<file path="src/rtl/regfile_dump.sv">
// Reads NUM_REGS register-file entries in order and streams them out over a valid/ready port.
// Define REGDUMP_CHECKSUM_EN to append a modular checksum word as the final (last) beat.
module regfile_dump #(
    parameter int NUM_REGS = 32,
    parameter int DATA_W   = 32
) (
    input  logic              clock,
    input  logic              reset,
    input  logic              start,
    output logic              busy,
    output logic              done,
    output logic [4:0]        rf_raddr,
    input  logic [DATA_W-1:0] rf_rdata,
    output logic              out_valid,
    input  logic              out_ready,
    output logic [DATA_W-1:0] out_data,
    output logic              out_last
);

    localparam logic [4:0] LAST_IDX = 5'(NUM_REGS - 1);

`ifdef REGDUMP_CHECKSUM_EN
    typedef enum logic [2:0] {IDLE, READ, SEND, CSUM, DONE} state_t;
    logic [DATA_W-1:0] csum;
`else
    typedef enum logic [2:0] {IDLE, READ, SEND, DONE} state_t;
`endif

    state_t     state, next_state;
    logic [4:0] idx;
    logic       at_last;

    assign at_last = (idx == LAST_IDX);

    always_ff @(posedge clock or posedge reset) begin
        if (reset) state <= IDLE;
        else       state <= next_state;
    end

    // All handshake states drive out_valid=1, so out_ready alone qualifies the transfer.
    always_comb begin
        next_state = state;
        busy       = 1'b0;
        done       = 1'b0;
        out_valid  = 1'b0;
        out_last   = 1'b0;
        rf_raddr   = '0;
        case (state)
            IDLE: begin
                if (start) next_state = READ;
            end
            READ: begin
                busy       = 1'b1;
                rf_raddr   = idx;
                next_state = SEND;
            end
            SEND: begin
                busy      = 1'b1;
                out_valid = 1'b1;
                rf_raddr  = idx;
`ifdef REGDUMP_CHECKSUM_EN
                if (out_ready) next_state = at_last ? CSUM : READ;
`else
                out_last  = at_last;
                if (out_ready) next_state = at_last ? DONE : READ;
`endif
            end
`ifdef REGDUMP_CHECKSUM_EN
            CSUM: begin
                busy      = 1'b1;
                out_valid = 1'b1;
                out_last  = 1'b1;
                if (out_ready) next_state = DONE;
            end
`endif
            DONE: begin
                done       = 1'b1;
                next_state = IDLE;
            end
            default: next_state = IDLE;
        endcase
    end

    always_ff @(posedge clock or posedge reset) begin
        if (reset) begin
            idx      <= '0;
            out_data <= '0;
`ifdef REGDUMP_CHECKSUM_EN
            csum     <= '0;
`endif
        end else begin
            case (state)
                IDLE: begin
                    if (start) begin
                        idx  <= '0;
`ifdef REGDUMP_CHECKSUM_EN
                        csum <= '0;
`endif
                    end
                end
                READ: begin
                    out_data <= rf_rdata;
`ifdef REGDUMP_CHECKSUM_EN
                    csum     <= csum + rf_rdata;
`endif
                end
                SEND: begin
                    if (out_ready) begin
                        if (!at_last) idx <= idx + 5'd1;
`ifdef REGDUMP_CHECKSUM_EN
                        // csum already includes the final word, added during its READ.
                        if (at_last) out_data <= csum;
`endif
                    end
                end
                default: ;
            endcase
        end
    end

endmodule

</file>
<file path="config.mk">
export PLATFORM = sky130hd
export DESIGN_NAME = regfile_dump
export DESIGN_NICKNAME = d
export VERILOG_FILES = /design/src/rtl/regfile_dump.sv
export SDC_FILE = /design/constraint.sdc
export NUM_CORES = 1
export LEC_CHECK = 0
export ABC_CLOCK_PERIOD_IN_PS = 3700
export CAP_MARGIN = 30
export CORE_ASPECT_RATIO = 1.75
export CORE_UTILIZATION = 35
export DETAILED_ROUTE_END_ITERATION = 12
export PLACE_DENSITY_LB_ADDON = 0.08
export RECOVER_POWER = 25
export SLEW_MARGIN = 10
export SYNTH_ARGS = -nofsm -noshare
export SYNTH_HDL_FRONTEND = slang
export SYNTH_SLANG_ARGS = --single-unit
export TNS_END_PERCENT = 50
</file>
<file path="constraint.sdc">
create_clock -name clock -period 3.7 [get_ports clock]
set_input_delay 0.74 -clock clock [delete_from_list [all_inputs] [get_ports clock]]
set_output_delay 0.74 -clock clock [all_outputs]
set_load 0.01 [all_outputs]
</file>
[Word level (Yosys, flattened, before mapping)]
Index checks and enable logic that the tools add are counted.
Operators by class
  $add $sub $neg: 1
  equality and inequality tests: 7
  mux-type cells: 13
  reductions and logical operators: 5
Operator list (count)
  5-bit two-way mux: 4
  5-bit one-hot mux with 2 select lines: 1
  3-bit one-hot mux with 3 select lines: 1
  3-bit by 2-bit equality test with 1-bit output (second input constant): 2
  3-bit two-way mux: 2
  2-bit != test (second input constant): 3
  5-bit by 1-bit adder with 5-bit output (second input constant): 1
  5-bit equality test (second input constant): 1
  1-bit two-way mux: 4
  4-bit AND reduction: 1
  3-bit by 1-bit equality test with 1-bit output (second input constant): 1
  3-bit zero test: 1
  2-bit two-way mux: 1
  2-bit AND reduction: 1
  2-bit nonzero test: 1
  2-bit OR reduction: 1
Word-level totals
  register bits after elaboration: 40
  input bits: 36
  output and inout port bits: 41
  word-level logic and storage cells: 29

[Logic depth before layout (Yosys ltp)]
  depth in word-level cells: 4
  mapped depth: 7
  mapped depth without buffers: 7

[Worst setup path before layout]
No wires, ideal clock.
  path kind: register to output
  from: register idx[0]
  to: output out_last
  arrival: 1.155 ns
  required time: 2.960 ns
  setup slack: 1.805 ns
  cell stages (with the launch flop): 5
  buffers on the path: 0
  cell sequence: dfrtp_1 ha_1 and3_1 ha_1 and2_1
Between the ends
  longest elaborated chain between the ends: 2
RTL lines
  start, declared: RTL line 30  | logic [4:0] idx;
  start signal, assigned: RTL line 109  | if (!at_last) idx <= idx + 5'd1;
  5-bit equality test: RTL line 33  | assign at_last = (idx == LAST_IDX);
  1-bit two-way mux: RTL line 48  | case (state)
  end, declared: RTL line 17  | output logic out_last
Every way passes these cells.

[Final worst setup path]
  from: register state[0]
  to: output out_last
Between the ends
  longest elaborated chain between the ends: 2
RTL lines
  start, declared: RTL line 29  | state_t state, next_state;
  start signal, assigned: RTL line 37  | else state <= next_state;
  3-bit by 2-bit equality test with 1-bit output: RTL line 48
  1-bit two-way mux: RTL line 48
Every way passes these cells.

==> flow_summary.toml <==
[placed_design]
routabilityCongestion = 0.745
place_inst = 251
dp_hpwl_um = 2770
io_buffers = 76
placed_cell_area_um2 = 2510
pre_cts_slack_ns = 1.25

[cts]
cts_sinks = 39
post_cts_resized = 0
post_cts.repair.setup_buffers = 0
cts_htree_levels = 2
cts_buffers = 5
cts_tree = "yes"
cts_root_buffer = "clkbuf_8"
insertion_delay_ns = 0.28
cts.hold.buffers_added = 0
clk_path_buf_depth = 2
clkTransAtPathRegs_ns = 0.07

[logic_synthesis]
synthXorXnorAreaFrac_pct = 0
syn_inst = 126
ys_seq_area_share_pct = 57.6
synth_compound_area_share_pct = 5.61
synth_top_cells_by_area = "dfrtp_1, mux2_2, ha_1"
synth_top_area_share_pct = 57.6
synth_top_family_by_area = "multiplexers"
netlist_area_um2 = 1700
synth.distinct_cells = 21
yosysWarningCount = 0
muxShareOfSynthArea_pct = 21.3
avgSynthCellArea_um2 = 13.5
synth_top_area_cell = "dfrtp_1"
synth-seq-cells = 39
synth_fa_ha_area_share_pct = 5.17
synthSimpleGateAreaFrac_pct = 8.12
synth_fp_nets = 169

[worst_setup_path]
cpPeakStageDelay_ns = 0.54
crit_path_top_delay_cell = "clkdlybuf4s50_1"
crit_path_end_kind = "output port"
worstPathCellList = "inv_1 -> ha_1 -> and2_1 -> clkdlybuf4s50_1"
crit_buf_inv = 2
r2r_start = "state[1]"
path_delay_family = "buffers and inverters"
criticalPathCategory = "register to output port"
worstSetupStartpointType = "register"
cp.required_ns = 2.96
cp.arrival_ns = 2.01
crit_path_max_fanout = 12
startpoint = "state[0]"

[worst_hold_path]
hp-start = "out_data[11]"
hp-class = "register to register"

[outcome]
status = "finished clean"

[layout]
area_growth_pct = 54.9
drive_above_1_share_pct = 19.8
antenna_cells = 0
nets = 249
fin_util_pct = 56.3
stdcell_count = 259
fin_area_um2 = 2630

[die]
initial_utilization_pct = 36.3
die_h_um = 94.1
dieArea_um2 = 5140
rows = 33
io_pins = 77
die_width_um = 54.6
core_um2 = 4670

[detailed_routing]
drc_errors = 0
ant_nets = 0
drt-total-wl_um = 3610
post_drt_wl_per_cell_um = 13.9
first_pass_iters = 4
via_per_inst = 4.91
num_vias = 1271
drtIter0Drc = 6

[sta]
fin_crit_ns = 2.75
fmax_mhz = 364
min_period_over_period_pct = 74.3
slew_headroom_pct = 7.60
whs_ns = 0.488
report.final.slew_viol_count = 0
fin_tns_setup_ns = 0
setup_violations = 0
fin_ws_ns = 0.952
hold_viol = 0
rsz0062_at_grt = "false"
clock_skew_ns = 0.00603
tightest_slew_ns = 1.39

[grt]
overflow = 0
grt_pass1_wl_um = 5550
grt_pass1_vias = 1244
antenna_found_initial = 0
grt_use_total_pct = 14.9
grt_start_max_net_pins = 27

[pwr]
p_leak_nw = 1.10
total_power_mw = 2.23
p_per_area_nw_per_um2 = 848
irDropWorstVdd_mv = 0.525

[job]
drv_cap = 0
cell usage in the layout, fill, tap and decap left out, types with 4 or more instances in the layout:
cell             instances
mux2_2                  30
dfrtp_1                 39
nand2_1                  8
inv_1                    4
clkbuf_8                 6
clkdlybuf4s50_1         75
ha_1                     7
nand2b_1                 5
o21ai_0                  6
and2_1                   6
Yosys cell counts:
master / number
a21oi_1: 3
and2_1: 6
o21ai_0: 6
o31ai_1: 1
a211o_4: 1
buf_2: 4
dfrtp_1: 39
nor2_1: 1
o311ai_2: 1
and3_1: 1
a22o_1: 1
ha_1: 7
nand2b_1: 5
clkbuf_1: 1
mux2_1: 2
mux2_2: 30
nand3_1: 2
nor2b_1: 2
inv_1: 4
nand2_1: 8
nand4_1: 1
cell type report:
class / instances / area [µm²]
Sequential cell: 39 / 976
Timing Repair Buffer: 78 / 772
Fill cell: 402 / 2040
Tap cell: 52 / 65.1
Clock inverter: 2 / 35.0
Clock buffer: 6 / 82.6
Multi-Input combinational cell: 78 / 681
Inverter: 4 / 15.0
state kept, by name, summed over array words and instances (netlist names):
signal    cells
out_data     32
state         2
idx           5
path summary, 6_finish.rpt:
path / end / slack, ns / cells after the start
worst max-delay path: out_last / 0.95 / 4
worst min-delay path: out_data[11] / 0.49 / 1
worst max register to register: out_data[27] / 1.70 / 4
worst min register to register: out_data[11] / 0.49 / 1
max in group asynchronous: idx[2] / 1.13 / 3
min in group asynchronous: out_data[1] / 0.92 / 2
cell families after synthesis:
logic type                 after synthesis
and+or+nand+nor                         26
muxes                                   32
adders and majority gates                7
AOI/OAI and AO/OA                       13
DFF                                     39
buffers and inverters                    9
where the power goes:
group / internal (mW) / switching [mW] / leakage, nW
registers: 0.637 / 0.122 / 0.466
clock network: 0.218 / 0.140 / 0.0612
logic: 0.676 / 0.435 / 0.575
total: 1.53 / 0.696 / 1.10
routing by layer:
| metal | global-route usage, % | share of wire (%) |
|---|---|---|
| met5 | 0 | 0 |
| met4 | 6.41 | 1.7 |
| met1 | 16.5 | 37 |
| met3 | 4.21 | 6.1 |
| met2 | 25.3 | 55 |
Note: power is estimated with default switching activity, not from simulation.
==> edit 1, RTL diff (same flow settings) <==
Set the parameter `DATA_W` to 48 (it was 32).
--- a/src/rtl/regfile_dump.sv
+++ b/src/rtl/regfile_dump.sv
@@ -4,3 +4,3 @@
     parameter int NUM_REGS = 32,
-    parameter int DATA_W   = 32
+    parameter int DATA_W   = 48
 ) (
Ports: changed (resized out_data and rf_rdata); port bits go from 77 to 109. The function was not compared with the original's and may differ.
==> edit 1 against the original RTL <==
- setup slack got worse by 0.072 ns
- combinational power rose by 33%
- final area rose by 36%
- routed wire length rose by 38%
- count of clock-buffer cells in the layout rose by 1
- via count rose by 29%
- first-iteration DRC count rose to 5.3 times the old value
- non-clock buffer count rose by 32
- hold slack improved by 0.022 ns
- area after synthesis rose by 36%
- sequential cell count rose by 16
- clock power fell by 3%
- power rose by 30%
- critical endpoint unchanged
- largest cell class unchanged
- largest power group unchanged
==> edit 1: results (changes against the original RTL) <==
| Metric | Value |
|---|---|
| Vias | 1645 (+29%) |
| Crit-path max FO | 15 (+3) |
| Nets | 333 (+34%) |
| Outcome | completed |
| Placed cell area | 3480 um2 (+38%) |
| Hold Path Origin | out_data[28] |
| Relative slew slack | 28.7% (+21 points) |
| Pre-antenna DRT Iters | 3 (-1) |
| Max Clock Skew | 0.00514 ns (-0.000889 ns) |
| Netlist cell types | 23 (+9.5%) |
| FF-to-FF End | idx[2] |
| Skew-Pair Late Insertion Delay | 0.30 ns (+0.02 ns) |
| Largest net degree at the start of global routing | 49 (+81%) |
| Total track usage | 15.0% (+0.066 points) |
| Arrival time worst endpoint | 2.08 ns (+0.07 ns) |
| Place WS | 1.22 ns (-0.0343 ns) |
| Fin Hold WS | 0.510 ns (+0.0221 ns) |
| Synth top cells by count | 55 x dfrtp_1, 48 x mux2_2, 9 x nand2_1, 9 x o21ai_0, 7 x ha_1 |
| Detailed placer's ending HPWL | 3580 um (+29%) |
| Count of buffers from port buffering | 108 (+42%) |
| Routed len/inst | 14.0 um (+0.46%) |
| Vias in the first global route | 1669 (+34%) |
| WHS Endpoint | out_data[28] |
| Global placement routability congestion | 0.789 (+5.9%) |
| First-pass GRT wire length | 7960 um (+43%) |
| RR Startpoint | idx[0] |
| Syn nets | 222 (+31%) |
[edit 1: per-layer routing]
layer	vias to the layer above	wire length (um)	global-route usage, %
met3	6	276	3.11
li1	783	-	-
met5	-	0	0
met2	69	2540	27.0
met4	0	78	6.33
met1	787	2080	17.0
[edit 1: kinds of logic after synthesis]
| kind of cell | Yosys count | synth area share (%) |
|---|---|---|
| buffers and inverters | 9 | 1.89 |
| adders and majority gates | 7 | 3.79 |
| AOI/OAI and AO/OA | 14 | 4.22 |
| DFF | 55 | 59.6 |
| and+or+nand+nor | 30 | 7.15 |
| muxes | 48 | 23.4 |
[edit 1: worst max-delay path, cell delays in order (launching register included)]
cell             delay [ns]
dfrtp_1                0.46
inv_1                  0.13
ha_1                   0.44
and2_2                 0.23
clkdlybuf4s50_1        0.52
[edit 1: layout make-up]
class	count	area, um2	area share (%)
clock inverter	1	8.76	0.245
timing repair buffer	110	1090	30.6
inverter	3	11.3	0.315
tap	80	100	2.80
sequential	55	1380	38.6
clock buffer	7	86.3	2.42
multi-input combinational	99	893	25.0
[edit 1: stage by stage]
stage	std cells	power, mW	utilization, %
after floorplan	163	1.81	-
after global placement	347	2.56	55.4
after detailed placement	347	2.58	55.4
after CTS	355	2.94	56.9
after global routing	355	3.09	56.9
final	355	2.89	56.9
[edit 1: how the worst max path moves through the flow]
| stage | endpoint | from | slack (ns) |
|---|---|---|---|
| after CTS | out_last | state[0] | 0.86 |
| after global routing | out_last | state[0] | 0.73 |
| after global placement | out_last | state[0] | 1.23 |
| after detailed placement | out_last | state[0] | 1.22 |
| final | out_last | state[0] | 0.88 |
| after floorplan | idx[0] | reset | 1.62 |
[edit 1: power by group]
group	total, mW	internal (mW)	switching (mW)
Clock	0.346	0.154	0.192
Combinational	1.48	0.922	0.562
Sequential	1.06	0.901	0.157
Total	2.89	1.98	0.911
==> edit 2, RTL diff (same flow settings) <==
Made on the original files. Re-encode `state_t` (4 states) as one-hot, 4 bits wide.
--- a/src/rtl/regfile_dump.sv
+++ b/src/rtl/regfile_dump.sv
@@ -25,3 +25,3 @@
 `else
-    typedef enum logic [2:0] {IDLE, READ, SEND, DONE} state_t;
+    typedef enum logic [3:0] {IDLE = 4'b0001, READ = 4'b0010, SEND = 4'b0100, DONE = 4'b1000} state_t;
 `endif
Check against the original RTL: no difference found for any inputs over 10 cycles, from zero or initial values and one cycle with reset high; not proved beyond that.
==> edit 2 against the original RTL <==
- the run now ends with capacitance limit, slew limit left
- critical endpoint unchanged
- routed wire length rose by 2.8%
- sequential cell count up 2
- power fell by 17%
- area after synthesis up 1.2%
- setup slack got worse by 0.33 ns
- register-to-register slack worse by 0.98 ns
- final area fell by 1.9%
==> edit 2: results (changes against the original RTL) <==
| Metric | Value |
|---|---|
| Outcome | finished with violations |
| Violated checks | capacitance limit, slew limit |
| Arrival time worst endpoint | 2.34 ns (+0.33 ns) |
| Vias per cell | 5.06 (+3.2%) |
| Register area share after synthesis | 59.9% (+2.3 points) |
| Worst vdd ir | 397 uV (-24%) |
| Fin Hold WS | 0.490 ns (+0.00135 ns) |
| Fill cell count | 431 (+7.2%) |
| RR Startpoint | state[2] |
| Met1 usage | 14.1% (-2.4 points) |
| Largest net degree at the start of global routing | 23 (-15%) |
| Leakage | 1.07 nW (-3.3%) |
| Dpl cells | 244 (-2.8%) |
| Netlist cell types | 26 (+24%) |
| Max Clock Skew | 0.00466 ns (-0.00137 ns) |
| First-pass GRT wire length | 5620 um (+1.2%) |
| Final WL | 3710 um (+2.8%) |
| Number of max-cap violations | 1 (+1) |
| Final Max Tran Viols | 15 (+15) |
| Starting DRT DRC Count | 10 (+4) |
| Total track usage | 14.9% (about the same) |
| Detailed placer's ending HPWL | 2820 um (+1.6%) |
| Met2 Usage GRT | 27.6% (+2.3 points) |
| Fraction of layout cells with a size suffix above 1 | 21.5% (+1.7 points) |
| Synth top cells by count | 40 x dfrtp_1, 30 x mux2_2, 5 x inv_1 |
| Placed cell area | 2500 um2 (-0.30%) |
| Met3 GRT Util | 4.99% (+0.78 points) |
| Global placement routability congestion | 0.733 (-1.6%) |
| Final Non-Filler Cells | 252 (-2.7%) |
| Top Registers | out_data: 32 flops, idx: 5 flops, state: 4 flops |
| Syn nets | 158 (-6.5%) |
==> edit 2: changes by cell type in the layout (fill, tap and decap cells not counted), sizes merged, moves of 3 or more <==
| cell | change |
|---|---|
| nor4 | +4 |
| a31oi | +4 |
| a21oi | -3 |
| and2 | -3 |
| ha | -5 |
| nand2 | -8 |
==> edit 2: cell type report <==
type / instances / area share [%]
Multi-Input combinational cell: 68 / 23.6
Inverter: 5 / 0.729
Timing Repair Buffer: 78 / 30.1
Tap cell: 52 / 2.53
Clock inverter: 2 / 0.389
Clock buffer: 6 / 2.82
Sequential cell: 41 / 39.9
==> edit 2: report_power, final <==
part / switching, mW / total, mW / internal, mW
logic: 0.292 / 0.820 / 0.528
clock network: 0.139 / 0.270 / 0.131
registers: 0.111 / 0.757 / 0.647
total: 0.542 / 1.85 / 1.31
==> edit 2: cell families (layout without fill, tap and decap cells) <==
kind of cell    count (synthesis)  count (layout)  synth area share, %
compound gates                 10              10                 3.65
xor+xnor                        1               1                0.511
fa+ha+maj                       2               2                 1.46
buf+inv                        11              91                 4.08
flops                          41              41                 59.9
mux                            32              32                 21.0
simple gates                   23              23                 9.41
==> edit 2: worst max-delay path by stage <==
stage / from / cells after the start / end / slack (ns)
after floorplan: state[1] / 3 / rf_raddr[2] / 1.78
after global placement: state[3] / 3 / out_last / 1.04
after detailed placement: state[3] / 3 / out_last / 0.95
after CTS: state[3] / 3 / out_last / 0.62
after global routing: state[2] / 4 / out_data[18] / 0.45
final: state[3] / 3 / out_last / 0.62
==> edit 2: metal layers <==
layer  wire [um]  up-vias
met5           0        -
li1            -      587
met4          59        0
met1        1300      629
met3         275        5
met2        2070       55
==> edit 2: worst max-delay path: stages, from the launching register on <==
cell and delay, ns:
dfrtp_1 0.48, nor4b_2 0.81, and2_1 0.23, clkdlybuf4s50_1 0.53
